`src/rtl/imem_loader_pkg.sv`:
```
// Shared definitions for the boot-time instruction-memory loader.
// Covers the FSM encoding and the frame layout constants.
package loader_pkg;

  typedef enum logic [2:0] {
    HDR0,
    HDR1,
    DATA,
    CSUM,
    RUN,
    ERR
  } state_t;

  localparam int          HDR_BYTES      = 2;
  localparam int          BYTES_PER_WORD = 4;
  localparam logic [7:0]  CSUM_INIT      = 8'h00;

endpackage

```
`src/rtl/imem_loader_if.sv`:
```
// Byte-stream input, instruction-memory write port and core-control outputs of the loader.
// The slave side is the loader; the master side is the upstream source / system.
interface imem_loader_if #(parameter int ADDR_W = 10);
   logic              rx_valid;
   logic [7:0]        rx_data;
   logic              rx_ready;
   logic              imem_we;
   logic [ADDR_W-1:0] imem_addr;
   logic [31:0]       imem_wdata;
   logic              core_rst;
   logic              done;
   logic              error;

   modport slave (
      input  rx_valid, rx_data,
      output rx_ready, imem_we, imem_addr, imem_wdata, core_rst, done, error
   );

   modport master (
      output rx_valid, rx_data,
      input  rx_ready, imem_we, imem_addr, imem_wdata, core_rst, done, error
   );
endinterface

```
`src/rtl/imem_loader_byte_assembler.sv`:
```
// Packs four accepted bytes into a little-endian 32-bit word.
// word/word_valid are combinational on the 4th byte so the caller can register the write directly.
module byte_assembler
   import loader_pkg::*;
(
   input  logic        clk,
   input  logic        rst,
   input  logic        clear,
   input  logic        byte_en,
   input  logic [7:0]  byte_in,
   output logic        word_valid,
   output logic [31:0] word
);

   localparam logic [1:0] LAST_IDX = 2'(BYTES_PER_WORD - 1);

   logic [1:0]  idx;
   // Only the three earlier bytes need storing; the 4th arrives on byte_in.
   logic [23:0] hist;

   always_ff @(posedge clk or negedge rst) begin
      if (!rst) begin
         idx  <= '0;
         hist <= '0;
      end else if (clear) begin
         idx  <= '0;
      end else if (byte_en) begin
         idx  <= idx + 2'd1;
         hist <= {byte_in, hist[23:8]};
      end
   end

   assign word_valid = byte_en && !clear && (idx == LAST_IDX);
   assign word       = {byte_in, hist};

endmodule

```
`src/rtl/imem_loader.sv`:
```
// Boot loader: receives a framed byte stream, writes words into instruction memory,
// verifies the XOR checksum and then releases the core from reset.
module imem_loader #(
   parameter int ADDR_W = 10
) (
   input  logic        clk,
   input  logic        rst,
   imem_loader_if.slave bus
);
   import loader_pkg::*;

   localparam logic [16:0] DEPTH = 17'(1) << ADDR_W;

   state_t            state;
   logic [15:0]       cnt;
   logic [ADDR_W:0]   wcnt;
   logic [7:0]        csum;
   logic              rdy;
   logic              we;
   logic [ADDR_W-1:0] addr;
   logic [31:0]       wdata;
   logic              core_run;
   logic              done_r;
   logic              err_r;

   logic              accept;
   logic [15:0]       hdr_n;
   logic [ADDR_W:0]   wnext;
   logic              word_valid;
   logic [31:0]       word;

   assign accept = bus.rx_valid && rdy;
   assign hdr_n  = {bus.rx_data, cnt[7:0]};
   assign wnext  = wcnt + 1'b1;

   byte_assembler u_asm (
      .clk        (clk),
      .rst        (rst),
      .clear      (state != DATA),
      .byte_en    (accept && (state == DATA)),
      .byte_in    (bus.rx_data),
      .word_valid (word_valid),
      .word       (word)
   );

   always_ff @(posedge clk or negedge rst) begin
      if (!rst) begin
         state    <= HDR0;
         cnt      <= '0;
         wcnt     <= '0;
         csum     <= CSUM_INIT;
         rdy      <= 1'b0;
         we       <= 1'b0;
         addr     <= '0;
         wdata    <= '0;
         core_run <= 1'b0;
         done_r   <= 1'b0;
         err_r    <= 1'b0;
      end else begin
         we <= 1'b0;
         case (state)
            HDR0: begin
               // rdy comes up here on the first clock after reset release.
               rdy <= 1'b1;
               if (accept) begin
                  cnt[7:0] <= bus.rx_data;
                  wcnt     <= '0;
                  csum     <= CSUM_INIT;
                  state    <= HDR1;
               end
            end
            HDR1: if (accept) begin
               cnt <= hdr_n;
               if (hdr_n == 16'd0) begin
                  state <= CSUM;
               end else if ({1'b0, hdr_n} > DEPTH) begin
                  state <= ERR;
                  err_r <= 1'b1;
                  rdy   <= 1'b0;
               end else begin
                  state <= DATA;
               end
            end
            DATA: if (accept) begin
               csum <= csum ^ bus.rx_data;
               if (word_valid) begin
                  we    <= 1'b1;
                  addr  <= wcnt[ADDR_W-1:0];
                  wdata <= word;
                  wcnt  <= wnext;
                  if (16'(wnext) == cnt) state <= CSUM;
               end
            end
            CSUM: if (accept) begin
               rdy <= 1'b0;
               if (bus.rx_data == csum) begin
                  state    <= RUN;
                  core_run <= 1'b1;
                  done_r   <= 1'b1;
               end else begin
                  state <= ERR;
                  err_r <= 1'b1;
               end
            end
            RUN:     ;
            ERR:     ;
            default: state <= ERR;
         endcase
      end
   end

   assign bus.rx_ready   = rdy;
   assign bus.imem_we    = we;
   assign bus.imem_addr  = addr;
   assign bus.imem_wdata = wdata;
   assign bus.core_rst   = core_run;
   assign bus.done       = done_r;
   assign bus.error      = err_r;

endmodule

```
`src/flat_wrapper.sv`:
```
// flat-port wrapper written by rule: the top's interface ports become plain ports
module imem_loader_flat import loader_pkg::*;
#(
   parameter int ADDR_W = 10
)
  (clk, rst, bus_rx_valid, bus_rx_data, bus_rx_ready, bus_imem_we, bus_imem_addr, bus_imem_wdata, bus_core_rst, bus_done, bus_error);
  imem_loader_if #(.ADDR_W(ADDR_W)) bus_i ();
  input  logic clk;
  input  logic rst;
  input wire logic [$bits(bus_i.rx_valid)-1:0] bus_rx_valid;
  input wire logic [$bits(bus_i.rx_data)-1:0] bus_rx_data;
  output wire logic [$bits(bus_i.rx_ready)-1:0] bus_rx_ready;
  output wire logic [$bits(bus_i.imem_we)-1:0] bus_imem_we;
  output wire logic [$bits(bus_i.imem_addr)-1:0] bus_imem_addr;
  output wire logic [$bits(bus_i.imem_wdata)-1:0] bus_imem_wdata;
  output wire logic [$bits(bus_i.core_rst)-1:0] bus_core_rst;
  output wire logic [$bits(bus_i.done)-1:0] bus_done;
  output wire logic [$bits(bus_i.error)-1:0] bus_error;
  assign bus_i.rx_valid = bus_rx_valid;
  assign bus_i.rx_data = bus_rx_data;
  assign bus_rx_ready = bus_i.rx_ready;
  assign bus_imem_we = bus_i.imem_we;
  assign bus_imem_addr = bus_i.imem_addr;
  assign bus_imem_wdata = bus_i.imem_wdata;
  assign bus_core_rst = bus_i.core_rst;
  assign bus_done = bus_i.done;
  assign bus_error = bus_i.error;
  imem_loader #(.ADDR_W(ADDR_W)) u_core (.clk(clk), .rst(rst), .bus(bus_i));
endmodule
```
`config.mk`:
```
export PLATFORM = sky130hd
export DESIGN_NAME = imem_loader_flat
export DESIGN_NICKNAME = d
export VERILOG_FILES = /design/src/rtl/imem_loader_pkg.sv /design/src/rtl/imem_loader_if.sv /design/src/rtl/imem_loader_byte_assembler.sv /design/src/rtl/imem_loader.sv /design/src/flat_wrapper.sv
export SDC_FILE = /design/constraint.sdc
export NUM_CORES = 1
export LEC_CHECK = 0
export ABC_AREA = 1
export CAP_MARGIN = 15
export CORE_MARGIN = 4
export CORE_UTILIZATION = 52
export CTS_BUF_LIST = sky130_fd_sc_hd__clkbuf_16
export CTS_CLUSTER_SIZE = 40
export DETAILED_ROUTE_END_ITERATION = 8
export PLACE_DENSITY = 0.75
export SLEW_MARGIN = 25
export SYNTH_ARGS = -nofsm -noshare
export SYNTH_HDL_FRONTEND = slang
export SYNTH_HIERARCHICAL = 1
export SYNTH_SLANG_ARGS = --single-unit
```
`constraint.sdc`:
```
create_clock -name clk -period 2.4 [get_ports clk]
set_clock_uncertainty 0.05 [all_clocks]
set_input_delay 0.72 -clock clk [delete_from_list [all_inputs] [get_ports clk]]
set_output_delay 0.72 -clock clk [all_outputs]
set_load 0.1 [all_outputs]
```
==> flow_summary_export.csv, run 1 <==
group,metric,value,unit
status,status,"complete, no violations",
pwr,leakage,0.00329,uW
sta,clock.fmax,0.457,GHz
cells_and_area,drive_above_1_share,15.7,%
worst_setup_path,startpoint_type,"input pin",
synthesis,synth_area_per_cell,8.42,um^2
clocking,htree_levels,3,
synthesis,syn_nets,605,
sta,fin_crit_sh,91.2,%
cells_and_area,multiInputGateArea,1850,um^2
detailed_routing,dr.pass1.iters,4,
place,portBuffers,57,
detailed_routing,avgRoutedWirePerCell,13.5,um
sta,slew_violations,0,
floorplanning,die_area,11200,um^2
floorplanning,num_io_pins,58,
pwr,p_per_area,577,nW/um^2
sta,fin_crit,2.19,ns
global_route,grt_pass1_wl,18800,um
cells_and_area,nFillCells,817,
clocking,cts_setup_buffers,0,
worst_setup_path,reg2reg_slack,0.25,ns
cells_and_area,diodes,0,
place,pre_cts_slack,-0.198,ns
worst_setup_path,reg2regPathDepth,17,
clocking,cts_tree,"yes",
pwr,vdd_drop_max,0.413,mV
sta,timing.hold.ws,0.270,ns
synthesis,syn_area,4980,um^2
sta,relSlewSlack,68.0,%
detailed_routing,drcViolationCount,0,
sta,setup_viol,0,
worst_setup_path,worstSetupEndpointType,"flop",
floorplanning,die_w,106,um
worst_setup_path,crit_type,"in2reg",
sta,worst_slew_pin_slew,0.480,ns
cells_and_area,syn_to_final_growth,18.2,%
floorplanning,core_area,9280,um^2
worst_setup_path,cp_data_required_time,2.63,ns
floorplanning,die_h,106,um
clocking,cts_made_buffers,9,
worst_setup_path,cp_max_fo,2,
detailed_routing,viasPerCell,5.13,
global_route,grt_max_degree,35,
synthesis,yosysUniqueCellTypes,32,
clocking,clk_latency,0.35,ns
synthesis,synth_top_area_share,55.2,%
job,cap_violations,0,
global_route,grt_util_all_layers,20.7,%
cells_and_area,finalNetCount,664,
sta,rsz0062_at_grt,"no",
detailed_routing,vias,4025,
clocking,cts-root-buf,"clkbuf_16",
global_route,antenna_found_initial,0,
worst_setup_path,cp.arrival,2.42,ns
synthesis,ys_seq_area_share,55.2,%
place,gp_congestion,0.838,
detailed_routing,wirelength,10600,um
cells_and_area,regArea,2760,um^2
synthesis,synth_seq_cells,110,
clocking,ctsResizeCount,0,
detailed_routing,final_antenna_net_count,0,
place,placed_cell_area,5600,um^2
floorplanning,start_util,53.7,%
sta,fin_ws,0.212,ns
synthesis,synthCells,592,
detailed_routing,initialDrtViolationCount,241,
synthesis,yosys.area.top_type,"dfrtp_1",
synthesis,yosysWarnings,6,
global_route,grt_pass1_vias,3962,
synthesis,ys_top_cells_by_area,"dfrtp_1 55%, nand2_1 18%, nand3_1 4.5%",
cells_and_area,fin_area,5890,um^2
global_route,grt-ovfl-total,0,
clocking,cts.sinks,110,
place,place_hpwl,7540,um
floorplanning,num_rows,35,
clocking,cts_max_path_buffers,2,
clocking,clk_pin_slew,0.08,ns
sta,hold_viol_final,0,
worst_hold_path,min_path_type,"in2async",
clocking,hold_buffers,0,
-- critical path: stages --
cell and delay (ns):
clkdlybuf4s50_1 0.47, nand2_2 0.10, nor2_8 0.13, nand2_4 0.06, nor2_2 0.12, nand3_1 0.11
nor2_1 0.09, nand2_1 0.05, nor2_1 0.08, nand4_1 0.09, nor2_1 0.09, nand3_1 0.09
nand2_1 0.09, nand3_1 0.07, nand2_1 0.06
-- flip-flops by register name (all words and copies together), names as in the netlist --
signal                 cells
u_core/bus.imem_wdata     32
u_core/u_asm/hist         24
u_core/cnt                16
u_core/wcnt               11
u_core/bus.imem_addr      10
u_core/csum                8
u_core/state               3
u_core/u_asm/idx           2
u_core/bus.done            1
u_core/bus.error           1
u_core/bus.imem_we         1
u_core/bus.rx_ready        1
-- per-stage QoR --
| step | power (uW) | utilization (%) | setup TNS [ns] | instances |
|---|---|---|---|---|
| 5_1_grt | 3530 | 63.5 | 0 | 785 |
| 6_report | 3400 | 63.5 | 0 | 785 |
| 4_1_cts | 3440 | 63.4 | 0 | 785 |
| 2_1_floorplan | 1920 | - | 0 | 592 |
| 3_5_place_dp | 2000 | 60.3 | -5.09 | 769 |
| 3_3_place_gp | 1990 | 60.3 | -3.20 | 769 |
-- layout by cell type (no fill, tap or decap), types with 3 or more instances in the layout --
cell	netlist	final
buf_12	0	5
buf_4	17	63
clkbuf_16	0	9
clkdlybuf4s50_1	0	9
dfrtp_1	110	108
inv_1	39	39
inv_2	5	5
inv_6	0	3
nand2_1	245	244
nand2_2	2	3
nand3_1	45	45
nand3b_1	4	4
nand4_1	6	6
nor2_1	26	25
nor3_1	5	5
o21ai_0	41	41
o21ai_1	3	3
o22ai_1	8	8
xnor2_1	3	3
xor2_1	5	5
-- cells in the mapped netlist --
library cell	number
nand2_1	245
nand3_4	1
nor3_1	5
o21ai_0	41
nor2_4	2
o21a_1	1
clkinv_2	1
a31oi_1	1
a31o_2	1
buf_4	17
nor2_2	1
nor2_1	26
xor2_1	5
nand3b_1	4
nand2_4	1
buf_2	6
o21ai_1	3
nand3_2	1
ha_1	2
o22ai_1	8
clkbuf_1	1
dfrtp_1	110
nor2_8	1
nand4_1	6
nand2_2	2
o21bai_1	2
nand3_1	45
xnor2_1	3
a21oi_1	1
inv_1	39
inv_2	5
buf_6	5
-- worst paths after layout --
kind,startpoint,end
max,bus_rx_valid,u_core/state[2]
min in group clk,u_core/u_asm/hist[2],u_core/u_asm/hist[2]
max in group asynchronous,rst,u_core/bus.imem_addr[4]
min reg2reg,u_core/u_asm/hist[2],u_core/u_asm/hist[2]
max reg2reg,u_core/state[2],u_core/state[2]
min,rst,u_core/bus.imem_wdata[3]
-- area by class of cell --
type                    count  area share [%]
clock inverters             7            1.13
clock buffers               9            3.82
flip-flops and latches    110            46.8
multi-input cells         408            31.4
inverters                  45            2.89
well taps                 129            2.74
repair buffers             77            11.3
-- cells by family after synthesis --
| kind of cell | count (synthesis) | synth area share [%] |
|---|---|---|
| AOI/OAI and AO/OA | 58 | 6.28 |
| buffers and inverters | 74 | 7.78 |
| DFF | 110 | 55.2 |
| and+or+nand+nor | 340 | 28.8 |
| adders and majority gates | 2 | 0.502 |
| xor gates and xnor gates | 8 | 1.41 |
-- report_power, final --
part           leakage, uW  internal, uW  switching (uW)
registers          0.00147          1850               0
clock network     0.000143           731             715
logic              0.00167          35.4            68.9
total              0.00329          2620             784
-- metal layers --
metal  wire length (um)  vias up  part of all wire (%)  GRT usage, %
li1                   -     1991                     -             -
met1               5040     1896                    48          29.6
met2               4780      123                    45          32.1
met3                594       15                   5.6          3.52
met4                179        0                   1.7          7.49
met5                  0        -                     0             0
Note: power is estimated with default switching activity, not from simulation.
==> run 2, diff against run 1 <==
--- a/config.mk
+++ b/config.mk
@@ -13,7 +13,6 @@
 export CTS_CLUSTER_SIZE = 40
 export DETAILED_ROUTE_END_ITERATION = 8
 export PLACE_DENSITY = 0.75
-export SLEW_MARGIN = 25
 export SYNTH_ARGS = -nofsm -noshare
 export SYNTH_HDL_FRONTEND = slang
 export SYNTH_HIERARCHICAL = 1
==> results of run 2 <==
The final DEF is identical to that of run 1; final timing and power are the same.
==> run 3, diff against run 2 <==
--- a/config.mk
+++ b/config.mk
@@ -12,6 +12,7 @@
 export CTS_BUF_LIST = sky130_fd_sc_hd__clkbuf_16
 export CTS_CLUSTER_SIZE = 40
 export DETAILED_ROUTE_END_ITERATION = 8
+export GPL_ROUTABILITY_DRIVEN = 0
 export PLACE_DENSITY = 0.75
 export SYNTH_ARGS = -nofsm -noshare
 export SYNTH_HDL_FRONTEND = slang
==> results of run 3 <==
The final DEF is identical to that of run 1; final timing and power are the same.
